==> config.mk <==
export PLATFORM = sky130hd
export DESIGN_NAME = nic_counter_sequencer
export DESIGN_NICKNAME = d
export VERILOG_FILES = /design/src/rtl/nic_counter_sequencer.sv
export SDC_FILE = /design/constraint.sdc
export NUM_CORES = 1
export LEC_CHECK = 0
export BUFFER_PORTS_ARGS = -buffer_cell sky130_fd_sc_hd__buf_4
export CAP_MARGIN = 10
export CELL_PAD_IN_SITES_DETAIL_PLACEMENT = 0
export CELL_PAD_IN_SITES_GLOBAL_PLACEMENT = 2
export CORE_AREA = 4 4 145 147
export DETAILED_ROUTE_END_ITERATION = 10
export DIE_AREA = 0 0 149 151
export GPL_ROUTABILITY_DRIVEN = 0
export GPL_TIMING_DRIVEN = 0
export PLACE_DENSITY = 0.84
export SLEW_MARGIN = 20
export SYNTH_ARGS = -nofsm -noshare
export SYNTH_HDL_FRONTEND = slang
export SYNTH_SLANG_ARGS = --single-unit
==> constraint.sdc <==
create_clock -name clk -period 2.65 [get_ports clk]
set_input_delay 0.6625 -clock clk [delete_from_list [all_inputs] [get_ports clk]]
set_output_delay 0.6625 -clock clk [all_outputs]
set_load 0.1 [all_outputs]
==> src/rtl/nic_counter_sequencer.sv <==
// ---------------------------------------------------------------------------
// nic_counter_sequencer
//
// Owns the read port of the NIC statistics counter block and shares it
// between single host CSR reads and a sweep engine that walks every counter
// in order for telemetry dumps. Contending requesters are granted
// round-robin, so each side waits for at most one transaction of the other.
//
// Ports:
//   clk, reset_n                 clock, asynchronous active-low reset
//   host_req_valid/id/ready      host read request handshake
//   host_rsp_valid/value/error   one-cycle host response (value 0 on error)
//   sweep_start                  pulse that arms a full sweep
//   sweep_busy                   sweep armed or in progress
//   sweep_valid/ready/id/value   sweep element stream (held while stalled)
//   sweep_done                   pulse after the last element is accepted
//   counter_id_out               registered counter select
//   counter_value_in             counter value, READ_LATENCY after select
// ---------------------------------------------------------------------------
module nic_counter_sequencer #(
  parameter int NUM_COUNTERS = 4,
  parameter int READ_LATENCY = 1
) (
  input  logic        clk,
  input  logic        reset_n,
  input  logic        host_req_valid,
  input  logic [7:0]  host_req_id,
  output logic        host_req_ready,
  output logic        host_rsp_valid,
  output logic [63:0] host_rsp_value,
  output logic        host_rsp_error,
  input  logic        sweep_start,
  output logic        sweep_busy,
  output logic        sweep_valid,
  input  logic        sweep_ready,
  output logic [7:0]  sweep_id,
  output logic [63:0] sweep_value,
  output logic        sweep_done,
  output logic [7:0]  counter_id_out,
  input  logic [63:0] counter_value_in
);

  typedef enum logic [1:0] {S_IDLE, S_WAIT, S_HRSP, S_SOUT} state_t;

  localparam logic [7:0] LAST_ID     = 8'(NUM_COUNTERS - 1);
  localparam logic [8:0] NUM_IDS     = 9'(NUM_COUNTERS);
  localparam logic [2:0] LAT         = 3'(READ_LATENCY);
  localparam logic       GRANT_HOST  = 1'b0;
  localparam logic       GRANT_SWEEP = 1'b1;

  state_t      r_state;
  state_t      w_state_next;
  logic        r_last_grant;
  logic        r_owner_host;    // requester of the read currently in WAIT
  logic        r_sweep_busy;
  logic        r_sweep_done;
  logic        r_rsp_error;
  logic [7:0]  r_sweep_idx;
  logic [7:0]  r_counter_id;
  logic [7:0]  r_sweep_id;
  logic [2:0]  r_wait_cnt;
  logic [63:0] r_host_value;
  logic [63:0] r_sweep_value;

  logic        w_grant_host;
  logic        w_grant_sweep;
  logic        w_id_in_range;
  logic        w_sweep_accept;

  assign w_id_in_range  = ({1'b0, host_req_id} < NUM_IDS);
  assign w_sweep_accept = (r_state == S_SOUT) && sweep_ready;

  // Arbitration and next state. The host wins when the sweep is idle or
  // when the sweep had the previous slot.
  always_comb begin
    w_state_next  = r_state;
    w_grant_host  = 1'b0;
    w_grant_sweep = 1'b0;
    case (r_state)
      S_IDLE: begin
        if (host_req_valid && (!r_sweep_busy || r_last_grant == GRANT_SWEEP)) begin
          w_grant_host = 1'b1;
          w_state_next = w_id_in_range ? S_WAIT : S_HRSP;
        end else if (r_sweep_busy) begin
          w_grant_sweep = 1'b1;
          w_state_next  = S_WAIT;
        end
      end
      S_WAIT: begin
        if (r_wait_cnt == 3'd0) begin
          w_state_next = r_owner_host ? S_HRSP : S_SOUT;
        end
      end
      S_HRSP: w_state_next = S_IDLE;
      S_SOUT: begin
        if (sweep_ready) begin
          w_state_next = S_IDLE;
        end
      end
      default: w_state_next = S_IDLE;
    endcase
  end

  always_ff @(posedge clk or negedge reset_n) begin
    if (!reset_n) begin
      r_state <= S_IDLE;
    end else begin
      r_state <= w_state_next;
    end
  end

  always_ff @(posedge clk or negedge reset_n) begin
    if (!reset_n) begin
      r_last_grant  <= GRANT_SWEEP;
      r_owner_host  <= 1'b0;
      r_sweep_busy  <= 1'b0;
      r_sweep_done  <= 1'b0;
      r_rsp_error   <= 1'b0;
      r_sweep_idx   <= 8'd0;
      r_counter_id  <= 8'd0;
      r_sweep_id    <= 8'd0;
      r_wait_cnt    <= 3'd0;
      r_host_value  <= 64'd0;
      r_sweep_value <= 64'd0;
    end else begin
      r_sweep_done <= 1'b0;

      if (w_grant_host) begin
        r_last_grant <= GRANT_HOST;
        r_owner_host <= 1'b1;
        if (w_id_in_range) begin
          r_counter_id <= host_req_id;
          r_wait_cnt   <= LAT;
        end else begin
          // Out-of-range IDs never touch the counter block.
          r_rsp_error  <= 1'b1;
          r_host_value <= 64'd0;
        end
      end

      if (w_grant_sweep) begin
        r_last_grant <= GRANT_SWEEP;
        r_owner_host <= 1'b0;
        r_counter_id <= r_sweep_idx;
        r_wait_cnt   <= LAT;
      end

      // The counter value is first valid READ_LATENCY edges after the select
      // changes, so it is captured one edge after the count reaches zero.
      if (r_state == S_WAIT) begin
        if (r_wait_cnt != 3'd0) begin
          r_wait_cnt <= r_wait_cnt - 3'd1;
        end else if (r_owner_host) begin
          r_host_value <= counter_value_in;
          r_rsp_error  <= 1'b0;
        end else begin
          r_sweep_value <= counter_value_in;
          r_sweep_id    <= r_sweep_idx;
        end
      end

      if (w_sweep_accept) begin
        if (r_sweep_idx == LAST_ID) begin
          r_sweep_done <= 1'b1;
          r_sweep_busy <= 1'b0;
          r_sweep_idx  <= 8'd0;
        end else begin
          r_sweep_idx <= r_sweep_idx + 8'd1;
        end
      end else if (sweep_start && !r_sweep_busy && !r_sweep_done) begin
        // A start coinciding with the done pulse does not re-arm the sweep.
        r_sweep_busy <= 1'b1;
      end
    end
  end

  assign host_req_ready = w_grant_host;
  assign host_rsp_valid = (r_state == S_HRSP);
  assign host_rsp_value = r_host_value;
  assign host_rsp_error = r_rsp_error;
  assign sweep_busy     = r_sweep_busy;
  assign sweep_valid    = (r_state == S_SOUT);
  assign sweep_id       = r_sweep_id;
  assign sweep_value    = r_sweep_value;
  assign sweep_done     = r_sweep_done;
  assign counter_id_out = r_counter_id;

endmodule
# After elaboration in Yosys (flattened, before gate mapping)
# Index checks and enable logic that the tools add are counted.
# Widths: inputs -> output; s select.
[word_totals]
regBits = 162
latch_bits = 0
ram_bits = 0
mem_bits_ro = 0
input_bits = 77
output_inout_bits = 150
elab_cells = 82
n_memories = 0
[classes]
add_sub_neg = 2
mul = 0
div = 0
n_lt_le_gt_ge = 1
eq_ne = 8
n_shift = 0
n_mux = 40
bitwise = 2
n_reduce_logical = 17
[ops]
columns = ["operator", "count"]
rows = [
  ["$mux 64", 5],
  ["$mux 8", 4],
  ["$mux 1", 20],
  ["$mux 3", 5],
  ["$mux 2", 5],
  ["$add 8x1->8 const B", 1],
  ["$eq 8x2->1 const B", 1],
  ["$lt 8x3->1 const B", 1],
  ["$pmux 2 s4", 1],
  ["$reduce_and 3->1", 2],
  ["$reduce_bool 2->1", 3],
  ["$eq 2x2->1 const B", 2],
  ["$logic_and 1x1->1", 4],
  ["$ne 2x1->1 const B", 2],
  ["$reduce_and 2->1", 2],
  ["$logic_not 3->1", 1],
  ["$ne 3x3->1 const B", 1],
  ["$reduce_bool 3->1", 1],
  ["$sub 3x1->3 const B", 1],
  ["$eq 2x1->1 const B", 1],
  ["$logic_not 1->1", 2],
  ["$logic_not 2->1", 1],
  ["$ne 2x2->1 const B", 1],
  ["$not 1->1", 2],
  ["$logic_or 1x1->1", 1],
]

# Logic depth before layout (Yosys ltp)
# Gate-level depths: netlist of run 1.
[logic_depth]
depth_word = 9
ltp_mapped = 8
mapped_depth_nobuf = 6

# Worst setup path after synthesis of run 1
# Ideal clock, no wire load.
[synth_timing]
path_type = "register -> output"
from = "register r_state[1]"
to = "output port host_rsp_valid"
arrival_time_ps = 2008
required_ps = 1987
slack_ps = -21
path_stages_with_launch = 3
path_buffers = 1
cell_sequence = "dfrtp_1 buf_2 nor2b_1"
[synth_between]
elab_chain_len = 1
[synth_lines]
columns = ["element", "line", "source"]
rows = [
  ["start, declared", "51", "state_t r_state;"],
  ["start signal, assigned", "108", "r_state <= w_state_next;"],
  ["$eq 2x2->1", "178", "assign host_rsp_valid = (r_state == S_HRSP);"],
  ["end, declared", "29", "output logic host_rsp_valid,"],
]
# Every way passes these cells.

# Final worst setup path of run 1
# Same ends and word-level chain as after synthesis.

==> results of run 1 <==
## registers in the layout, summed over array words and instances, names as in the netlist
name            count
host_rsp_value     64
sweep_value        64
counter_id_out      8
r_sweep_idx         8
sweep_id            8
r_wait_cnt          3
r_state             2
host_rsp_error      1
r_last_grant        1
r_owner_host        1
sweep_busy          1
sweep_done          1
## area by class of cell
cell class / count / area (µm²) / area share [%]
Timing Repair Buffer: 227 / 1732 / 18.21
Buffer: 32 / 281.5 / 2.961
Multi-Input combinational cell: 350 / 2477 / 26.05
Clock inverter: 13 / 148.9 / 1.566
Clock buffer: 19 / 442.9 / 4.658
Sequential cell: 162 / 4055 / 42.64
Tap cell: 270 / 337.8 / 3.553
Inverter: 9 / 33.78 / 0.3553
## synthesized netlist by cell type (3+ instances only)
cell type  instances
dfrtp_1          161
nand2_1          141
mux2_4            70
o21ai_1           47
o21ai_0           20
buf_2             19
inv_1              9
buf_12             8
a21oi_1            6
a22o_1             6
xnor2_1            5
and3_1             4
nand4_1            4
nor2_1             4
nor3_1             4
clkbuf_1           3
ha_1               3
nand2b_1           3
o22ai_1            3
## cell usage in the layout (no fill, tap or decap), drive strengths merged, types with 2 or more instances in the layout
master / instances
nor3: 5
nand3: 2
a22o: 6
inv: 14
nand2b: 3
and2: 2
nand2: 141
and3: 5
o21ai: 67
clkinv: 4
ha: 3
a21oi: 6
clkbuf: 22
mux2: 72
buf: 256
o22ai: 3
nor2: 5
clkinvlp: 2
xnor2: 5
a21o: 2
bufinv: 2
nor4: 2
nor2b: 2
a22oi: 2
dfrtp: 161
nand4: 4
## path summary, 6_finish.rpt
path	depth (start not counted)	slack (ns)	startpoint	to
min in group clk	3	0.47	counter_value_in[12]	host_rsp_value[12]
min reg2reg	1	0.50	sweep_value[63]	sweep_value[63]
max reg2reg	6	0.77	r_last_grant	host_rsp_value[25]
min	1	0.20	reset_n	sweep_value[7]
max	3	0.36	r_state[1]	host_rsp_valid
max in group asynchronous	2	1.62	reset_n	sweep_value[48]
## per-layer routing
| metal | up-vias | GRT usage (%) |
|---|---|---|
| li1 | 2362 | - |
| met1 | 2486 | 21.24 |
| met3 | 5 | 4.698 |
| met5 | - | 0 |
| met2 | 143 | 27.04 |
| met4 | 0 | 3.616 |
## per-stage QoR
stage,hold slack (ns),std cells
2_1_floorplan,0.3669,553
6_report,0.2016,1082
4_1_cts,0.2266,1082
5_1_grt,0.2406,1082
3_3_place_gp,0.4771,1049
3_5_place_dp,0.4834,1050
## cells by family (layout without fill, tap and decap cells)
logic type	Yosys count	count (layout)	share of synthesized area [%]
muxes	73	73	15.83
xor gates and xnor gates	6	6	0.7677
AOI/OAI and AO/OA	93	93	7.732
adders and majority gates	3	3	0.5484
DFF	162	162	59.24
buffers and inverters	41	300	4.606
and+or+nand+nor	175	175	11.28
==> metrics.md, run 1 <==
| Metric | Value |
|---|---|
| Die width | 149 µm |
| Synth Net Count | 633 |
| Vias per std cell | approximately 4.6 |
| Setup tns final | 0 ns |
| Core Area | 19,910 µm² |
| Area of placed instances | roughly 9000 µm² |
| Critical path cell sequence | buf_2 > nor2b_2 > buf_4 |
| Remaining DRCs | 0 |
| Hold/Removal Path Class | primary input to async pin |
| Layout cells sized above 1 | 45.32% |
| RSZ-0062 raised after global routing | false |
| Post-layout min period | 2.287 ns |
| Critical path required time | 1.99 ns |
| First-pass GRT wire length | 29,010 µm |
| Clk_lat worst skew | approximately 0.4 ns |
| Die area | 22,500 µm² |
| Synth Flop Type | dfrtp_1 |
| Clock sinks | 162 |
| Crit path max fanout | 10 |
| Chip Height | approximately 150 µm |
| Slowest-stage cell, CP | dfrtp_1 |
| Met3 WL | 1151 µm |
| CP Capture Type | output port |
| Total CTS buffers | 17 |
| Synthesis Warnings | 0 |
| Cell area after synthesis | between 6000 and 7000 µm² |
| Final hold vios | 0 |
| FILL cells | 1,848 |
| EDFF count, synth | 0 |
| Routed met2 length | 9163 µm |
| Ports | between 200 and 250 |
| Aggregate global routing overflow | 0 |
| Critical path's largest stage delay | approximately 0.47 ns |
| Drt total wl | ~19,000 µm |
| Initial antenna violation count | 0 |
| Period utilization | 86.31% |
| Dominant cells by area after synthesis | dfrtp_1, mux2_4, nand2_1, o21ai_1, buf_12 |
| Final setup fails | 0 |
| FF+latch count, synth | about 160 |
| F_max | ~440 MHz |
| Root Driver | clkbuf_16 |
| CTS Hold Buffers Added | 0 |
| Critical setup path kind | flip-flop to output port |
| Post-synth ARST share | 100.0% |
| Port Buffers | 226 |
| H-tree depth | 4 |
| Setup Skew | 0.01043 ns |
| Post-CTS resize count | 0 |
| Synth Area per Inst | approximately 12 µm² |
| Share of Yosys cell area claimed by the top area cell type | between 50% and 60% |
| Uppermost routed layer | met4 |
| Layout Area Growth over Synthesis | 38.91% |
| TritonRoute pass-1 iters | 4 |
| Final Core Density | 47.76% |
| CTS tree | done |
| Distinct cells, synth | 47 |
| Mapped Cells | 553 |
| Post CTS Setup Buffer Count | 0 |
| Final instance area | 9509 µm² |
| Worst slew pin tran | between 0.5 and 0.6 ns |
| Drt wl/cell | 17.13 µm |
| CP Data Arrival Time | 1.62 ns |
| Outcome | complete, no violations |
| Largest net degree at the start of global routing | 89 |
| Seq/Total Area, Yosys | 59.24% |
| Max-slew violation count | 0 |
| Setup ws final | 0.3627 ns |
| Delay-heaviest family, CP | buffers and inverters |
| Yosys top cell by area | dfrtp_1 |
| Nets@finish | 879 |
| Met1 wire length | 8118 µm |
| Initial DRC Count | between 150 and 200 |
| Bufs and invs on worst path | 2 |
| Total number of vias | 4,996 |
| Startpoint type of the worst setup path | flip-flop |
| Global Route Usage Sum | 16.26% |
| DP HPWL | 13,590 µm |
| Antenna Cells | 0 |
| Vias in the first global route | 5,225 |
| Dpl ws | approximately 0.56 ns |
| Clk pin slew, worst setup/hold paths | 0.07 ns |
| Maximum Capacitance Violations | 0 |
| Longest Clk Path Bufs | 2 |
| Row count | 52 |
| Slew HR | 60.39% |
| Post-DRT Antenna Nets | 0 |
| Initial core utilization | 34.38% |
Power of run 1 is not shown: default switching activity piles up to over one toggle a cycle in this logic, so the estimate is an artifact.
==> run 2, diff against run 1 <==
--- a/config.mk
+++ b/config.mk
@@ -9,9 +9,9 @@
 export CAP_MARGIN = 10
 export CELL_PAD_IN_SITES_DETAIL_PLACEMENT = 0
 export CELL_PAD_IN_SITES_GLOBAL_PLACEMENT = 2
-export CORE_AREA = 4 4 145 147
+export CORE_AREA = 4 4 203 106
 export DETAILED_ROUTE_END_ITERATION = 10
-export DIE_AREA = 0 0 149 151
+export DIE_AREA = 0 0 207 110
 export GPL_ROUTABILITY_DRIVEN = 0
 export GPL_TIMING_DRIVEN = 0
 export PLACE_DENSITY = 0.84
==> metrics.md, run 2 (synthesis gave the netlist of run 1 again) <==
| Metric | Value |
|---|---|
| F_max | 434.7 MHz (-0.58%) |
| Slew HR | 65.19% (+4.8 points) |
| Nets@finish | 879 (unchanged) |
| Finished Layout Cells | 1,078 (-0.37%) |
| Clock sinks | 162 (unchanged) |
| Reg2Reg Launch Point | r_last_grant |
| Clk pin slew, worst setup/hold paths | 0.08 ns (about the same) |
| DP HPWL | 13,790 µm (+1.5%) |
| R2r setup slk | 0.71 ns (-0.06 ns) |
| Worst slew pin tran | 0.5222 ns (-0.07203 ns) |
| Longest Clk Path Bufs | 2 (unchanged) |
| Commonest non-fill, non-tap cell in the layout | buf_4 |
| RSZ-0062 raised after global routing | false |
| Initial antenna violation count | 0 (unchanged) |
| Setup Skew | 0.01527 ns (+0.004836 ns) |
| First-pass GRT wire length | 29,150 µm (+0.50%) |
| Post-layout min period | 2.301 ns (+0.01335 ns) |
| Vias in the first global route | 4,980 (-4.7%) |
| Root Driver | clkbuf_16 |
| Die width | 207 µm (+39%) |
| Max-slew violation count | 0 (unchanged) |
| Layout cells sized above 1 | 45.44% (+0.12 points) |
| Placed instance count | 1,046 (-0.38%) |
| Largest net degree at the start of global routing | 98 (+10%) |
| Post-CTS resize count | 0 (unchanged) |
| Drt total wl | 18,760 µm (+1.2%) |
| Port Buffers | 226 (unchanged) |
| Chip Height | 110 µm (-27%) |
| Row count | 36 (-31%) |
| CP Data Arrival Time | 1.64 ns (+0.02 ns) |
| Period utilization | 86.82% (+0.50 points) |
| Final hold vios | 0 (unchanged) |
| Maximum Capacitance Violations | 0 (unchanged) |
| Total CTS buffers | 17 (unchanged) |
| Commonest cells after routing, fill and taps aside | buf_4, dfrtp_1, nand2_1 |
| Hold/Removal Path Class | primary input to async pin |
| Core Area | 19,460 µm² (-2.3%) |
| Critical setup path kind | flip-flop to output port |
| Initial core utilization | 35.18% (+0.80 points) |
| CP Capture Type | output port |
| Drt wl/cell | 17.40 µm (+1.6%) |
| Antenna Cells | 0 (unchanged) |
| R2R depth | 6 (unchanged) |
| RR Endpoint | host_rsp_value[29] |
| TritonRoute pass-1 iters | 4 (unchanged) |
| H-tree depth | 4 (unchanged) |
| CTS Hold Buffers Added | 0 (unchanged) |
| Global Route Usage Sum | 16.27% (about the same) |
| Final Core Density | 48.93% (+1.2 points) |
| Vias per std cell | 4.547 (-1.5%) |
| Critical path's largest stage delay | 0.57 ns (+0.10 ns) |
| Clk_lat worst skew | 0.42 ns (about the same) |
| Die area | 22,770 µm² (+1.2%) |
| Delay-heaviest family, CP | flip-flops |
| Remaining DRCs | 0 (unchanged) |
| Critical path cell sequence | nand2b_1 > nand3_1 > inv_1 > buf_4 |
| Ports | 227 (unchanged) |
| Outcome | complete, no violations |
| Total number of vias | 4,902 (-1.9%) |
| Crit path max fanout | 5 (-5) |
| Layout Area Growth over Synthesis | 39.08% |
| Startpoint type of the worst setup path | flip-flop |
| CTS tree | done |
| Slowest-stage cell, CP | dfstp_2 |
| Critical path required time | 1.99 ns (about the same) |
| Dpl ws | 0.4773 ns (-0.08744 ns) |
| Final setup fails | 0 (unchanged) |
| Post CTS Setup Buffer Count | 0 (unchanged) |
| Initial DRC Count | 272 (+50%) |
| Post-DRT Antenna Nets | 0 (unchanged) |
| Aggregate global routing overflow | 0 (unchanged) |
| Bufs and invs on worst path | 2 (unchanged) |
| Setup ws final | 0.3494 ns (-0.01334 ns) |
## run 2: layout make-up
type	count	area, µm²
multi-input cells	350	2477
clock inverters	15	182.7
inverters	9	33.78
flip-flops and latches	162	4055
well taps	266	332.8
clock buffers	17	425.4
repair buffers	227	1732
plain buffers	32	281.5
fillers	1793	9938
## run 2: worst reg2reg max path: cells and delay by family (launching register included)
kind,cells,cell delay (ns)
simple gates,2,0.24
flops,1,0.57
buf+inv,2,0.57
compound gates,2,0.44
## run 2: worst max path at each step
| stage | startpoint | endpoint | slack (ns) | cells past startpoint |
|---|---|---|---|---|
| floorplan | sweep_busy | host_req_ready | 0.28 | 3 |
| global placement | reset_n | sweep_value[22] | -0.03 | 1 |
| detailed placement | host_req_id[3] | host_rsp_error | 0.48 | 6 |
| CTS | r_last_grant | host_req_ready | 0.30 | 4 |
| global route | r_last_grant | host_req_ready | 0.24 | 4 |
| finish | r_last_grant | host_req_ready | 0.35 | 4 |
## run 2: metrics by stage
stage                     setup TNS (ns)  instance area [µm²]  hold slack, ns
after CTS                              0                 9520          0.1947
after floorplan                        0                 6848          0.3669
after detailed placement               0                 8912          0.4846
final                                  0                 9520          0.1875
after global placement            -2.021                 8877          0.4727
after global routing                   0                 9520          0.2054
## run 2: routing by layer
| metal | up-vias | GRT usage [%] | share of wire (%) |
|---|---|---|---|
| met5 | - | 0 | 0 |
| met4 | 0 | 5.799 | 1.6 |
| met3 | 16 | 3.364 | 2.9 |
| met2 | 82 | 27.61 | 50 |
| met1 | 2431 | 21.10 | 45 |
| li1 | 2373 | - | - |
Power of run 2 is left out for the same reason.
==> run 3, diff against run 2 <==
--- a/config.mk
+++ b/config.mk
@@ -15,6 +15,7 @@
 export GPL_ROUTABILITY_DRIVEN = 0
 export GPL_TIMING_DRIVEN = 0
 export PLACE_DENSITY = 0.84
+export RECOVER_POWER = 25
 export SLEW_MARGIN = 20
 export SYNTH_ARGS = -nofsm -noshare
 export SYNTH_HDL_FRONTEND = slang
==> metrics.md, run 3 (synthesis gave the netlist of run 1 again) <==
| Metric | Value |
|---|---|
| H-tree depth | 4 (unchanged) |
| Slowest-stage cell, CP | dfstp_1 |
| Failing checks | capacitance limit, slew limit |
| Post-CTS resize count | 0 (unchanged) |
| Commonest cells after routing, fill and taps aside | buf_4, dfrtp_1, nand2_1 |
| Min-delay src | counter_value_in[53] |
| Core Area | 19,460 µm² (unchanged) |
| CP Data Arrival Time | 1.68 ns (+0.04 ns) |
| FILL cells | 1,794 (+0.056%) |
| Layout cells sized above 1 | 45.32% (-0.12 points) |
| Clk_lat worst skew | 0.42 ns (about the same) |
| Vias in the first global route | 4,980 (unchanged) |
| Largest net degree at the start of global routing | 98 (unchanged) |
| Layout Area Growth over Synthesis | 38.93% |
| Total CTS buffers | 17 (unchanged) |
| Drt wl/cell | 17.34 µm (-0.33%) |
| TritonRoute pass-1 iters | 4 (unchanged) |
| Max-slew violation count | 66 (+66) |
| Startpoint type of the worst setup path | flip-flop |
| Longest Clk Path Bufs | 2 (unchanged) |
| Remaining DRCs | 0 (unchanged) |
| CTS Hold Buffers Added | 0 (unchanged) |
| Critical path cell sequence | nand2b_1 > nand3_1 > inv_1 > buf_4 |
| DP HPWL | 13,790 µm (unchanged) |
| Final Core Density | 48.87% (-0.051 points) |
| Hold/Removal Path Class | primary input to flip-flop |
| Die area | 22,770 µm² (unchanged) |
| Row count | 36 (unchanged) |
| Final hold vios | 0 (unchanged) |
| Drt total wl | 18,700 µm (-0.33%) |
| Antenna Cells | 0 (unchanged) |
| First-pass GRT wire length | 29,150 µm (unchanged) |
| Root Driver | clkbuf_16 |
| Post-DRT Antenna Nets | 0 (unchanged) |
| Initial core utilization | 35.18% (unchanged) |
| RSZ-0062 raised after global routing | false |
| Final setup fails | 0 (unchanged) |
| Initial DRC Count | 261 (-4.0%) |
| Critical path required time | 1.99 ns (about the same) |
| Post-layout min period | 2.342 ns (+0.04166 ns) |
| Vias per std cell | 4.559 (+0.27%) |
| Bufs and invs on worst path | 2 (unchanged) |
| Reg2Reg Launch Point | r_last_grant |
| Worst slew pin tran | 1.695 ns (+1.173 ns) |
| Crit path max fanout | 5 (unchanged) |
| Period utilization | 88.39% (+1.6 points) |
| Clock sinks | 162 (unchanged) |
| Chip Height | 110 µm (unchanged) |
| Critical path's largest stage delay | 0.59 ns (+0.02 ns) |
| Aggregate global routing overflow | 0 (unchanged) |
| Nets@finish | 879 (unchanged) |
| Clk pin slew, worst setup/hold paths | 0.08 ns (about the same) |
| Initial antenna violation count | 0 (unchanged) |
| Outcome | finished with violations |
| Critical setup path kind | flip-flop to output port |
| Post CTS Setup Buffer Count | 0 (unchanged) |
| Total number of vias | 4,915 (+0.27%) |
| Port Buffers | 226 (unchanged) |
| Maximum Capacitance Violations | 1 (+1) |
| Global Route Usage Sum | 16.27% (unchanged) |
| Critical path launch point | r_last_grant |
| Ports | 227 (unchanged) |
| Setup Skew | 0.01486 ns (-0.0004096 ns) |
| CTS tree | done |
| Die width | 207 µm (unchanged) |
| CP Capture Type | output port |
| Slew HR | -13.02% (-78 points) |
| Delay-heaviest family, CP | flip-flops |
| Commonest non-fill, non-tap cell in the layout | buf_4 |
| F_max | 426.9 MHz (-1.8%) |
-- run 3: worst reg2reg max path: stages (launching register included) --
cell and delay (ns):
dfstp_1 0.59, nand2b_1 0.13, nand3_1 0.13, a21oi_1 0.33, buf_2 0.30, buf_2 0.27
o21ai_1 0.11
-- run 3: final timing paths --
kind	slack [ns]	cells after the start	end
worst max-delay path	0.31	4	host_req_ready
worst min-delay path	0.45	3	host_rsp_value[53]
worst max register to register	0.67	6	host_rsp_value[29]
worst min register to register	0.50	1	sweep_value[63]
max in group asynchronous	0.73	2	host_rsp_value[5]
min in group asynchronous	0.67	1	host_rsp_value[57]
-- run 3: final cells by class --
| class | count | area, µm² | area share [%] |
|---|---|---|---|
| inverter | 9 | 33.78 | 0.3552 |
| clock inverter | 15 | 182.7 | 1.921 |
| sequential | 162 | 4055 | 42.64 |
| timing repair buffer | 227 | 1722 | 18.10 |
| tap | 266 | 332.8 | 3.500 |
| buffer | 32 | 281.5 | 2.960 |
| multi-input combinational | 350 | 2477 | 26.05 |
| clock buffer | 17 | 425.4 | 4.473 |
-- run 3: per-stage QoR --
stage	hold WS, ns	std cells	setup TNS [ns]	worst slack [ns]	area, µm²
2_1_floorplan	0.3669	553	0	0.2794	6848
3_3_place_gp	0.4727	1045	-2.021	-0.02706	8877
3_5_place_dp	0.4846	1046	0	0.4773	8912
4_1_cts	0.1947	1078	0	0.3007	9520
5_1_grt	0.4391	1078	0	0.1891	9510
6_report	0.4526	1078	0	0.3077	9510
-- run 3: metal layers --
| layer | global-route usage [%] | wire [µm] | share of wire, % | up-vias |
|---|---|---|---|---|
| met5 | 0 | 0 | 0 | - |
| met4 | 5.799 | 325 | 1.7 | 0 |
| met3 | 3.364 | 554 | 3.0 | 20 |
| met2 | 27.61 | 9404 | 50 | 86 |
| met1 | 21.10 | 8413 | 45 | 2435 |
| li1 | - | - | - | 2374 |
Power of run 3 is left out for the same reason.
